<file path="src/rtl/uart_pkg.sv">
// uart_pkg: transmitter FSM encoding, line levels and a width helper
// shared by the UART transmitter and its FIFO.
package uart_pkg;

   typedef enum logic [2:0] {
      ST_IDLE,
      ST_START,
      ST_DATA,
      ST_PARITY,
      ST_STOP
   } tx_state_t;

   localparam int unsigned DATA_BITS   = 8;
   localparam logic        LINE_IDLE   = 1'b1;
   localparam logic        START_LEVEL = 1'b0;
   localparam logic        STOP_LEVEL  = 1'b1;

   // Bits needed to hold values 0..value-1; never less than one bit.
   function automatic int unsigned clog2(input int unsigned value);
      int unsigned w;
      w = 1;
      while ((64'd1 << w) < 64'(value)) w = w + 1;
      return w;
   endfunction

endpackage

</file>
<file path="src/rtl/sync_fifo.sv">
// sync_fifo: single-clock circular buffer with show-ahead read data.
// full/empty decode the registered occupancy count.
module sync_fifo
   import uart_pkg::*;
#(
   parameter int unsigned WIDTH = 8,
   parameter int unsigned DEPTH = 4
) (
   input  logic             CLK,
   input  logic             RESET,
   input  logic             wr_en,
   input  logic [WIDTH-1:0] wr_data,
   input  logic             rd_en,
   output logic [WIDTH-1:0] rd_data,
   output logic             full,
   output logic             empty
);

   localparam int unsigned AW = clog2(DEPTH);

   logic [WIDTH-1:0] mem [DEPTH];
   logic [AW-1:0]    wr_ptr;
   logic [AW-1:0]    rd_ptr;
   logic [AW:0]      count;
   logic             do_wr;
   logic             do_rd;

   // A write while full is dropped even if a pop happens on the same edge.
   assign do_wr   = wr_en & ~full;
   assign do_rd   = rd_en & ~empty;
   assign full    = (count == (AW+1)'(DEPTH));
   assign empty   = (count == '0);
   assign rd_data = mem[rd_ptr];

   // Storage array; only occupied slots are ever read, so no reset.
   always_ff @(posedge CLK) begin
      if (do_wr) mem[wr_ptr] <= wr_data;
   end

   // Pointers wrap naturally; count tracks occupancy.
   always_ff @(posedge CLK) begin
      if (RESET) begin
         wr_ptr <= '0;
         rd_ptr <= '0;
         count  <= '0;
      end else begin
         if (do_wr) wr_ptr <= wr_ptr + 1'b1;
         if (do_rd) rd_ptr <= rd_ptr + 1'b1;
         case ({do_wr, do_rd})
            2'b10:   count <= count + 1'b1;
            2'b01:   count <= count - 1'b1;
            default: count <= count;
         endcase
      end
   end

endmodule

</file>
<file path="src/rtl/uart_tx_fifo.sv">
// uart_tx_fifo: FIFO-buffered UART transmitter, 8N1, LSB first.
// Define UART_TX_PARITY_EN to add an even-parity bit (8E1 framing).
module uart_tx_fifo
   import uart_pkg::*;
#(
   parameter int unsigned CLK_FREQ_HZ = 12000000,
   parameter int unsigned BAUD_RATE   = 115200,
   parameter int unsigned FIFO_DEPTH  = 4
) (
   input  logic       CLK,
   input  logic       RESET,
   input  logic       WR_EN,
   input  logic [7:0] WR_DATA,
   output logic       FULL,
   output logic       EMPTY,
   output logic       BUSY,
   output logic       OVF,
   output logic       TXD
);

   localparam int unsigned CLKS_PER_BIT = CLK_FREQ_HZ / BAUD_RATE;
   localparam int unsigned CW           = clog2(CLKS_PER_BIT);
   localparam logic [CW-1:0] BIT_LAST   = CW'(CLKS_PER_BIT - 1);
   localparam logic [2:0]    IDX_LAST   = 3'(DATA_BITS - 1);

   if (CLKS_PER_BIT < 2) begin : g_bad_baud
      $error("uart_tx_fifo: CLKS_PER_BIT must be at least 2");
   end
   if (FIFO_DEPTH < 2 || (FIFO_DEPTH & (FIFO_DEPTH - 1)) != 0) begin : g_bad_depth
      $error("uart_tx_fifo: FIFO_DEPTH must be a power of two, at least 2");
   end

   tx_state_t     state;
   logic [CW-1:0] cnt;
   logic [2:0]    bit_idx;
   logic [7:0]    sh;
   logic [7:0]    head;
   logic          pop;
`ifdef UART_TX_PARITY_EN
   logic          parity;
`endif

   assign pop  = (state == ST_IDLE) & ~EMPTY;
   assign BUSY = (state != ST_IDLE) | ~EMPTY;

   sync_fifo #(
      .WIDTH (8),
      .DEPTH (FIFO_DEPTH)
   ) u_fifo (
      .CLK     (CLK),
      .RESET   (RESET),
      .wr_en   (WR_EN),
      .wr_data (WR_DATA),
      .rd_en   (pop),
      .rd_data (head),
      .full    (FULL),
      .empty   (EMPTY)
   );

   // Frame sequencer: TXD is registered here and nowhere else.
   always_ff @(posedge CLK) begin
      if (RESET) begin
         state   <= ST_IDLE;
         TXD     <= LINE_IDLE;
         cnt     <= '0;
         bit_idx <= '0;
         sh      <= '0;
         OVF     <= 1'b0;
`ifdef UART_TX_PARITY_EN
         parity  <= 1'b0;
`endif
      end else begin
         if (WR_EN && FULL) OVF <= 1'b1;
         case (state)
            ST_IDLE: begin
               TXD <= LINE_IDLE;
               if (!EMPTY) begin
                  sh      <= head;
                  TXD     <= START_LEVEL;
                  cnt     <= '0;
                  bit_idx <= '0;
`ifdef UART_TX_PARITY_EN
                  parity  <= ^head;
`endif
                  state   <= ST_START;
               end
            end
            ST_START: begin
               if (cnt == BIT_LAST) begin
                  cnt   <= '0;
                  TXD   <= sh[0];
                  state <= ST_DATA;
               end else begin
                  cnt <= cnt + 1'b1;
               end
            end
            ST_DATA: begin
               if (cnt == BIT_LAST) begin
                  cnt     <= '0;
                  sh      <= {1'b0, sh[7:1]};
                  bit_idx <= bit_idx + 1'b1;
                  if (bit_idx == IDX_LAST) begin
`ifdef UART_TX_PARITY_EN
                     TXD   <= parity;
                     state <= ST_PARITY;
`else
                     TXD   <= STOP_LEVEL;
                     state <= ST_STOP;
`endif
                  end else begin
                     TXD <= sh[1];
                  end
               end else begin
                  cnt <= cnt + 1'b1;
               end
            end
`ifdef UART_TX_PARITY_EN
            ST_PARITY: begin
               if (cnt == BIT_LAST) begin
                  cnt   <= '0;
                  TXD   <= STOP_LEVEL;
                  state <= ST_STOP;
               end else begin
                  cnt <= cnt + 1'b1;
               end
            end
`endif
            ST_STOP: begin
               if (cnt == BIT_LAST) begin
                  cnt   <= '0;
                  state <= ST_IDLE;
               end else begin
                  cnt <= cnt + 1'b1;
               end
            end
            default: begin
               TXD   <= LINE_IDLE;
               state <= ST_IDLE;
            end
         endcase
      end
   end

endmodule

</file>
<file path="config.mk">
export PLATFORM = sky130hd
export DESIGN_NAME = uart_tx_fifo
export DESIGN_NICKNAME = d
export VERILOG_FILES = /design/src/rtl/uart_pkg.sv /design/src/rtl/sync_fifo.sv /design/src/rtl/uart_tx_fifo.sv
export SDC_FILE = /design/constraint.sdc
export NUM_CORES = 1
export LEC_CHECK = 0
export ABC_AREA = 1
export CAP_MARGIN = 5
export CORE_AREA = 2 2 75 77
export CTS_CLUSTER_DIAMETER = 100
export DETAILED_ROUTE_END_ITERATION = 16
export DIE_AREA = 0 0 77 79
export GPL_ROUTABILITY_DRIVEN = 0
export PLACE_DENSITY = 0.77
export RECOVER_POWER = 100
export SETUP_SLACK_MARGIN = 0.15
export SLEW_MARGIN = 20
export SYNTH_ARGS = -nofsm -noshare
export SYNTH_HDL_FRONTEND = slang
export SYNTH_SLANG_ARGS = --single-unit
</file>
<file path="constraint.sdc">
create_clock -name CLK -period 2.9 [get_ports CLK]
set_clock_uncertainty 0.2 [all_clocks]
set_input_delay 0.29 -clock CLK [delete_from_list [all_inputs] [get_ports CLK]]
set_output_delay 0.29 -clock CLK [all_outputs]
set_load 0.02 [all_outputs]
</file>
==> flow_summary.json, run 1 <==
{
  "status": "complete, no violations",
  "synthSimpleGateAreaFrac_pct": 28.7,
  "clk_path_buf_depth": 2,
  "final_cell_area_mm2": 0.00336,
  "vias": 2293,
  "yosysWarnings": 0,
  "layout_min_cycle_time_ps": 2480,
  "p_int_uw": 2000,
  "netlist_instances": 363,
  "hp-start": "OVF",
  "critical_path_class": "flop to output pin",
  "fp.dieH_um": 79,
  "area_growth_pct": 11.8,
  "fmax_mhz": 402,
  "start_util_pct": 56.3,
  "port_buffers": 15,
  "ys_ff_latch": 64,
  "switchingPower_uw": 1340,
  "worst_ep_required_time_ps": 2410,
  "final_antenna_net_count": 0,
  "io_pins": 16,
  "seq_area_mm2": 0.00160,
  "die_w_um": 77,
  "ys_types": 26,
  "routed_wl_um": 5440,
  "muxShareOfSynthArea_pct": 0,
  "vias_per_cell": 4.98,
  "multi_input_area_mm2": 0.00114,
  "fin_crit_sh_pct": 85.7,
  "yosysSeqAreaShare_pct": 53.3,
  "tightest_slew_ps": 695,
  "antenna_found_initial": 0,
  "min_path_cells": 2,
  "tritoncts": "done",
  "p_sw_share_pct": 40.1,
  "place_area_mm2": 0.00322,
  "synthFlopType": "edfxtp_1",
  "rsz0062_at_grt": "no",
  "fin_nets": 403,
  "r2r_end": "u_fifo.count[2]",
  "cts_sinks": 64,
  "clkTransAtPathRegs_ps": 70,
  "fillers": 496,
  "fp.coreArea_mm2": 0.00534,
  "grt_usage_pct": 19.9,
  "synth-xor-area-share_pct": 0.291,
  "p_clk_share_pct": 22.3,
  "insertion_delay_ps": 330,
  "route.detailed.drc": 0,
  "setup_viol": 0,
  "numCtsBuffers": 9,
  "wire_per_inst_um": 11.8,
  "htree_levels": 3,
  "crit_fanout": 5,
  "rrSetupSlack_ps": 580,
  "cp-end-kind": "output pin",
  "r2r_cells": 10,
  "first_global_vias": 2059,
  "hold_end": "OVF",
  "synth_edf_count": 32,
  "hold_buffers": 0,
  "crit_arrival_ps": 1990,
  "synth-compound-area-share_pct": 6.24,
  "synthArstFlopShare_pct": 0,
  "cp-start-kind": "flop",
  "grt-ovfl-total": 0,
  "synth_area_mm2": 0.00301,
  "combPwrFrac_pct": 39.7,
  "drive_gt1_share_pct": 6.96,
  "cts-resized-gates": 0,
  "synth_top_family_by_area": "simple AND/OR/NAND/NOR gates",
  "timing.hold.ws_ps": 251,
  "grt_max_degree": 21,
  "avgSynthCellArea_um2": 8.28,
  "p_per_area_mw_per_mm2": 996,
  "std_cell_rows": 27,
  "seqPwrFrac_pct": 38.1,
  "slew_violations": 0,
  "cap_violations": 0,
  "synth_fa_ha_area_share_pct": 4.00,
  "diodes": 0,
  "post-cts-setup-buffers": 0,
  "ir_drop_mv": 0.721,
  "hpwl_um": 3660,
  "finalHoldViolCount": 0,
  "rr_startpoint": "state[1]",
  "dieArea_mm2": 0.00608,
  "synth_nets": 383,
  "drt_iter0_markers": 142,
  "grt_pass1_wl_um": 9280,
  "hold_path_class": "flop to flop",
  "clock-root-buffer": "clkbuf_8",
  "p_leak_uw": 0.00143,
  "dr.pass1.iters": 4,
  "tns_ps": 0,
  "slew_headroom_pct": 53.6
}
-- cell usage in the layout, fill, tap and decap left out, types with 2 or more instances in the layout --
cell type      instances
o21ai_0               12
clkinv_1               7
ha_1                   8
clkinvlp_4             2
dfxtp_1               32
edfxtp_1              32
nor2_2                 2
clkbuf_8               9
inv_1                 33
clkbuf_1               4
nand2_1              112
nand2_2                2
inv_2                  4
dlygate4sd3_1         14
a21oi_1               23
nand3_1               39
nor2_1                39
-- critical path: stages (launching register included) --
cell           delay (ps)
dfxtp_1               350
nor2_1                200
nand2_1               150
nor2_1                240
inv_1                  70
dlygate4sd3_1         660
-- kinds of logic after synthesis --
kind of cell,count (synthesis)
compound gates,37
xor+xnor,1
flops,64
buf+inv,54
fa+ha+maj,9
simple gates,198
-- per-stage QoR --
step / power [µW] / setup slack, ps / util [%] / std cells
after detailed placement: 2690 / 505 / 60.3 / 444
after CTS: 3450 / 563 / 64.0 / 460
final: 3350 / 415 / 63.0 / 460
after floorplan: 2380 / 798 / - / 363
after global placement: 2650 / 584 / 60.3 / 444
after global routing: 3670 / 296 / 63.0 / 460
-- state kept, by name (all words and copies together), names as in the netlist, named ones only --
register       cells
u_fifo.count       3
cnt                7
u_fifo.rd_ptr      2
u_fifo.mem        32
sh                 8
bit_idx            3
OVF                1
TXD                1
u_fifo.wr_ptr      2
state              3
-- metal layers --
metal / global-route usage [%] / up-vias / share of wire (%)
met1: 23.0 / 1036 / 44
met5: 0 / - / 0
met4: 6.79 / 0 / 1.5
li1: - / 1204 / -
met3: 6.93 / 7 / 4.6
met2: 34.6 / 46 / 50
-- cells in the mapped netlist, types with 2 or more instances --
| cell | n | area share (%) |
|---|---|---|
| nand2_1 | 110 | 14 |
| edfxtp_1 | 32 | 32 |
| inv_2 | 4 | 0.50 |
| dfxtp_1 | 32 | 21 |
| a21oi_1 | 23 | 3.8 |
| nand3_1 | 37 | 6.2 |
| nor2_1 | 35 | 4.4 |
| buf_4 | 2 | 0.50 |
| nand3_2 | 2 | 0.67 |
| o21ai_1 | 2 | 0.33 |
| inv_1 | 33 | 4.1 |
| buf_2 | 7 | 1.2 |
| nor2_2 | 5 | 1.0 |
| clkinv_1 | 6 | 0.75 |
| ha_1 | 8 | 3.3 |
| nor2_4 | 2 | 0.75 |
| o21ai_0 | 11 | 1.8 |
| nand2_2 | 4 | 0.83 |
-- worst max-delay path by stage --
stage                        start         endpoint  slack [ps]
after floorplan           state[2]  u_fifo.count[2]         800
after global placement       WR_EN  u_fifo.count[2]         580
after detailed placement     WR_EN  u_fifo.count[2]         510
after CTS                 state[1]             BUSY         560
after global routing      state[1]             BUSY         300
final                     state[1]             BUSY         420
-- final cells by class --
| type | count | area share (%) |
|---|---|---|
| clock buffer | 9 | 3.68 |
| clock inverter | 7 | 2.12 |
| inverter | 43 | 4.80 |
| multi-input combinational | 245 | 33.9 |
| sequential | 64 | 47.6 |
| tap | 72 | 2.68 |
| timing repair buffer | 20 | 5.14 |
-- power by group through the flow --
stage	clock network, µW	registers, µW	logic (µW)
5_1_grt	815	1290	1560
2_1_floorplan	0	1250	1130
4_1_cts	764	1270	1410
3_3_place_gp	0	1290	1360
3_5_place_dp	0	1290	1400
6_report	745	1270	1330
(Power assumes the default switching activity.)
==> run 2: changes to the inputs <==
--- a/config.mk
+++ b/config.mk
@@ -15,7 +15,7 @@
 export PLACE_DENSITY = 0.77
 export RECOVER_POWER = 100
 export SETUP_SLACK_MARGIN = 0.15
-export SLEW_MARGIN = 20
+export SLEW_MARGIN = 10
 export SYNTH_ARGS = -nofsm -noshare
 export SYNTH_HDL_FRONTEND = slang
 export SYNTH_SLANG_ARGS = --single-unit
==> results of run 2 <==
Same layout as run 1: the final DEF is identical, and so are final timing and power.
==> run 3: changes to the inputs <==
--- a/config.mk
+++ b/config.mk
@@ -5,14 +5,13 @@
 export SDC_FILE = /design/constraint.sdc
 export NUM_CORES = 1
 export LEC_CHECK = 0
-export ABC_AREA = 1
 export CAP_MARGIN = 5
-export CORE_AREA = 2 2 75 77
+export CORE_AREA = 2 2 60 90
 export CTS_CLUSTER_DIAMETER = 100
 export DETAILED_ROUTE_END_ITERATION = 16
-export DIE_AREA = 0 0 77 79
+export DIE_AREA = 0 0 62 92
 export GPL_ROUTABILITY_DRIVEN = 0
-export PLACE_DENSITY = 0.77
+export PLACE_DENSITY = 0.76
 export RECOVER_POWER = 100
 export SETUP_SLACK_MARGIN = 0.15
 export SLEW_MARGIN = 10
==> flow_summary.json, run 3 <==
{
  "status": "complete, no violations",
  "area_growth_pct": 16.5,
  "hold_path_class": "flop to flop",
  "setup_viol": 0,
  "slew_headroom_pct": 34.2,
  "hpwl_um": 3350,
  "yosys.area.top_type_share_pct": 34.4,
  "finalHoldViolCount": 0,
  "critical_path_class": "flop to flop",
  "highest_layer": "met4",
  "synth-compound-area-share_pct": 10.0,
  "clock-root-buffer": "clkbuf_8",
  "ys_ff_latch": 64,
  "cp-end-kind": "flop",
  "synth_top_area_cell": "edfxtp_1",
  "tns_ps": 0,
  "die_w_um": 62,
  "ys_top_cells_by_area": "edfxtp_1 (34%), dfxtp_1 (23%), mux4_2 (6.5%), nand3_1 (4.8%), a21oi_1 (3.6%)",
  "worst_ep_required_time_ps": 2970,
  "drt_iter0_markers": 109,
  "wl_met3_um": 162,
  "multi_input_area_mm2": 0.00109,
  "tightest_slew_ps": 978,
  "htree_levels": 3,
  "drive_gt1_share_pct": 12.0,
  "cts_sinks": 64,
  "routed_wl_um": 5030,
  "min_path_cells": 2,
  "synth_fa_ha_area_share_pct": 4.30,
  "cp-start-kind": "flop",
  "rr_startpoint": "state[0]",
  "numCtsBuffers": 9,
  "ys_types": 46,
  "r2r_end": "u_fifo.count[2]",
  "start_util_pct": 55.8,
  "top_regs": "u_fifo.mem x32, sh x8, cnt x7",
  "vias_per_cell": 5.77,
  "first_global_vias": 1864,
  "grt_usage_pct": 20.6,
  "final_antenna_net_count": 0,
  "grt-ovfl-total": 0,
  "hp-start": "OVF",
  "synth_top_family_by_area": "simple AND/OR/NAND/NOR gates",
  "ir_drop_mv": 0.569,
  "post-cts-setup-buffers": 0,
  "cp_slowest_cell": "dfxtp_1",
  "antenna_found_initial": 0,
  "grt_pass1_wl_um": 8470,
  "place_area_mm2": 0.00303,
  "synth_nets": 254,
  "crit_fanout": 11,
  "tritoncts": "done",
  "std_cell_rows": 32,
  "grt_max_degree": 20,
  "largest-register": "u_fifo.mem",
  "seq_area_mm2": 0.00160,
  "synthFlopType": "edfxtp_1",
  "fin_crit_sh_pct": 84.6,
  "fp.dieH_um": 92,
  "hold_buffers": 0,
  "port_buffers": 15,
  "crit_chain": "nor3_1 -> nand2_1 -> clkinv_1 -> ha_1 -> inv_1 -> fa_1 -> xor2_1 -> or3_1 -> a21oi_1",
  "clk_path_buf_depth": 2,
  "dr.pass1.iters": 4,
  "fmax_mhz": 408,
  "cap_violations": 0,
  "dr_wl_met2_um": 2710,
  "route.detailed.drc": 0,
  "vias": 1888,
  "fin_nets": 274,
  "r2r_cells": 9,
  "diodes": 0,
  "p_per_area_mw_per_mm2": 907,
  "final_cell_area_mm2": 0.00325,
  "synth_edf_count": 32,
  "avgSynthCellArea_um2": 11.9,
  "synthArstFlopShare_pct": 0,
  "muxShareOfSynthArea_pct": 6.81,
  "fp.coreArea_mm2": 0.00500,
  "cts-resized-gates": 0,
  "synthSimpleGateAreaFrac_pct": 16.4,
  "largest_reg_flops": 32,
  "synthTopCellsByCount": "dfxtp_1 (32), edfxtp_1 (32), nand3_1 (27)",
  "insertion_delay_ps": 340,
  "io_pins": 16,
  "hold_end": "OVF",
  "clkTransAtPathRegs_ps": 70,
  "fillers": 394,
  "rrSetupSlack_ps": 450,
  "synth_area_mm2": 0.00279,
  "slew_violations": 0,
  "final_cell_mix": "dfxtp_1 (32), edfxtp_1 (32), nand3_1 (27)",
  "dieArea_mm2": 0.00570,
  "yosysSeqAreaShare_pct": 57.4,
  "p_leak_uw": 0.00114,
  "crit_arrival_ps": 2530,
  "wire_per_inst_um": 15.4,
  "yosysWarnings": 0,
  "layout_min_cycle_time_ps": 2450,
  "netlist_instances": 234,
  "rsz0062_at_grt": "no",
  "wl_met1_um": 2060,
  "synth-xor-area-share_pct": 1.88,
  "slowest_delay_ps": 410
}
-- run 3: cell types whose count changed in the layout (fill, tap and decap cells not counted), sizes merged, moves of 6 or more --
cell / delta
nand2: -109
nor2: -31
inv: -29
nand3: -13
o21ai: -10
mux4: +8
and4: +7
o22ai: +6
-- run 3: layer usage --
| metal | GRT usage [%] | vias up |
|---|---|---|
| li1 | - | 924 |
| met1 | 23.2 | 917 |
| met2 | 35.2 | 35 |
| met3 | 5.50 | 12 |
| met4 | 8.16 | 0 |
| met5 | 0 | - |
-- run 3: report_power, final --
group / internal, µW / switching [µW] / leakage, µW
clock: 572 / 348 / 0.000121
sequential: 1110 / 126 / 0.000555
combinational: 356 / 437 / 0.000460
-- run 3: critical path: cells and delay by family, from the launching register on --
family	cells	cell delay (ps)
adders and majority gates	2	540
and+or+nand+nor	3	810
DFF	1	410
buffers and inverters	2	140
AOI/OAI and AO/OA	1	130
xor gates and xnor gates	1	160
-- run 3: final cells by class --
class                   instances  area share [%]
multi-input cells             147            33.5
repair buffers                 22            6.00
well taps                      68            2.62
inverters                      10            1.15
flip-flops and latches         64            49.2
clock buffers                   9            3.81
clock inverters                 7            3.69
-- run 3: through the flow --
stage	total power [µW]	util, %	hold slack [ps]	setup slack, ps	std cells
floorplan	1830	-	167	183	234
global placement	2070	60.5	249	574	311
detailed placement	2080	60.5	259	497	311
CTS	3020	65.4	271	434	327
global route	3120	65.0	295	272	327
finish	2950	65.0	268	447	327
-- run 3: cell families (layout without fill, tap and decap cells) --
group                      Yosys count  after routing
adders and majority gates            9              9
buffers and inverters               23             48
DFF                                 64             64
xor gates and xnor gates             6              6
and+or+nand+nor                     79             79
AOI/OAI and AO/OA                   44             44
muxes                                9              9
-- run 3: how the worst max path moves through the flow --
stage,from,endpoint,depth (start not counted)
after global placement,WR_EN,u_fifo.count[2],9
after floorplan,u_fifo.count[2],u_fifo.count[2],10
after detailed placement,WR_EN,u_fifo.count[2],9
final,state[0],u_fifo.count[2],9
after global routing,state[0],u_fifo.count[2],9
after CTS,state[0],u_fifo.count[2],9
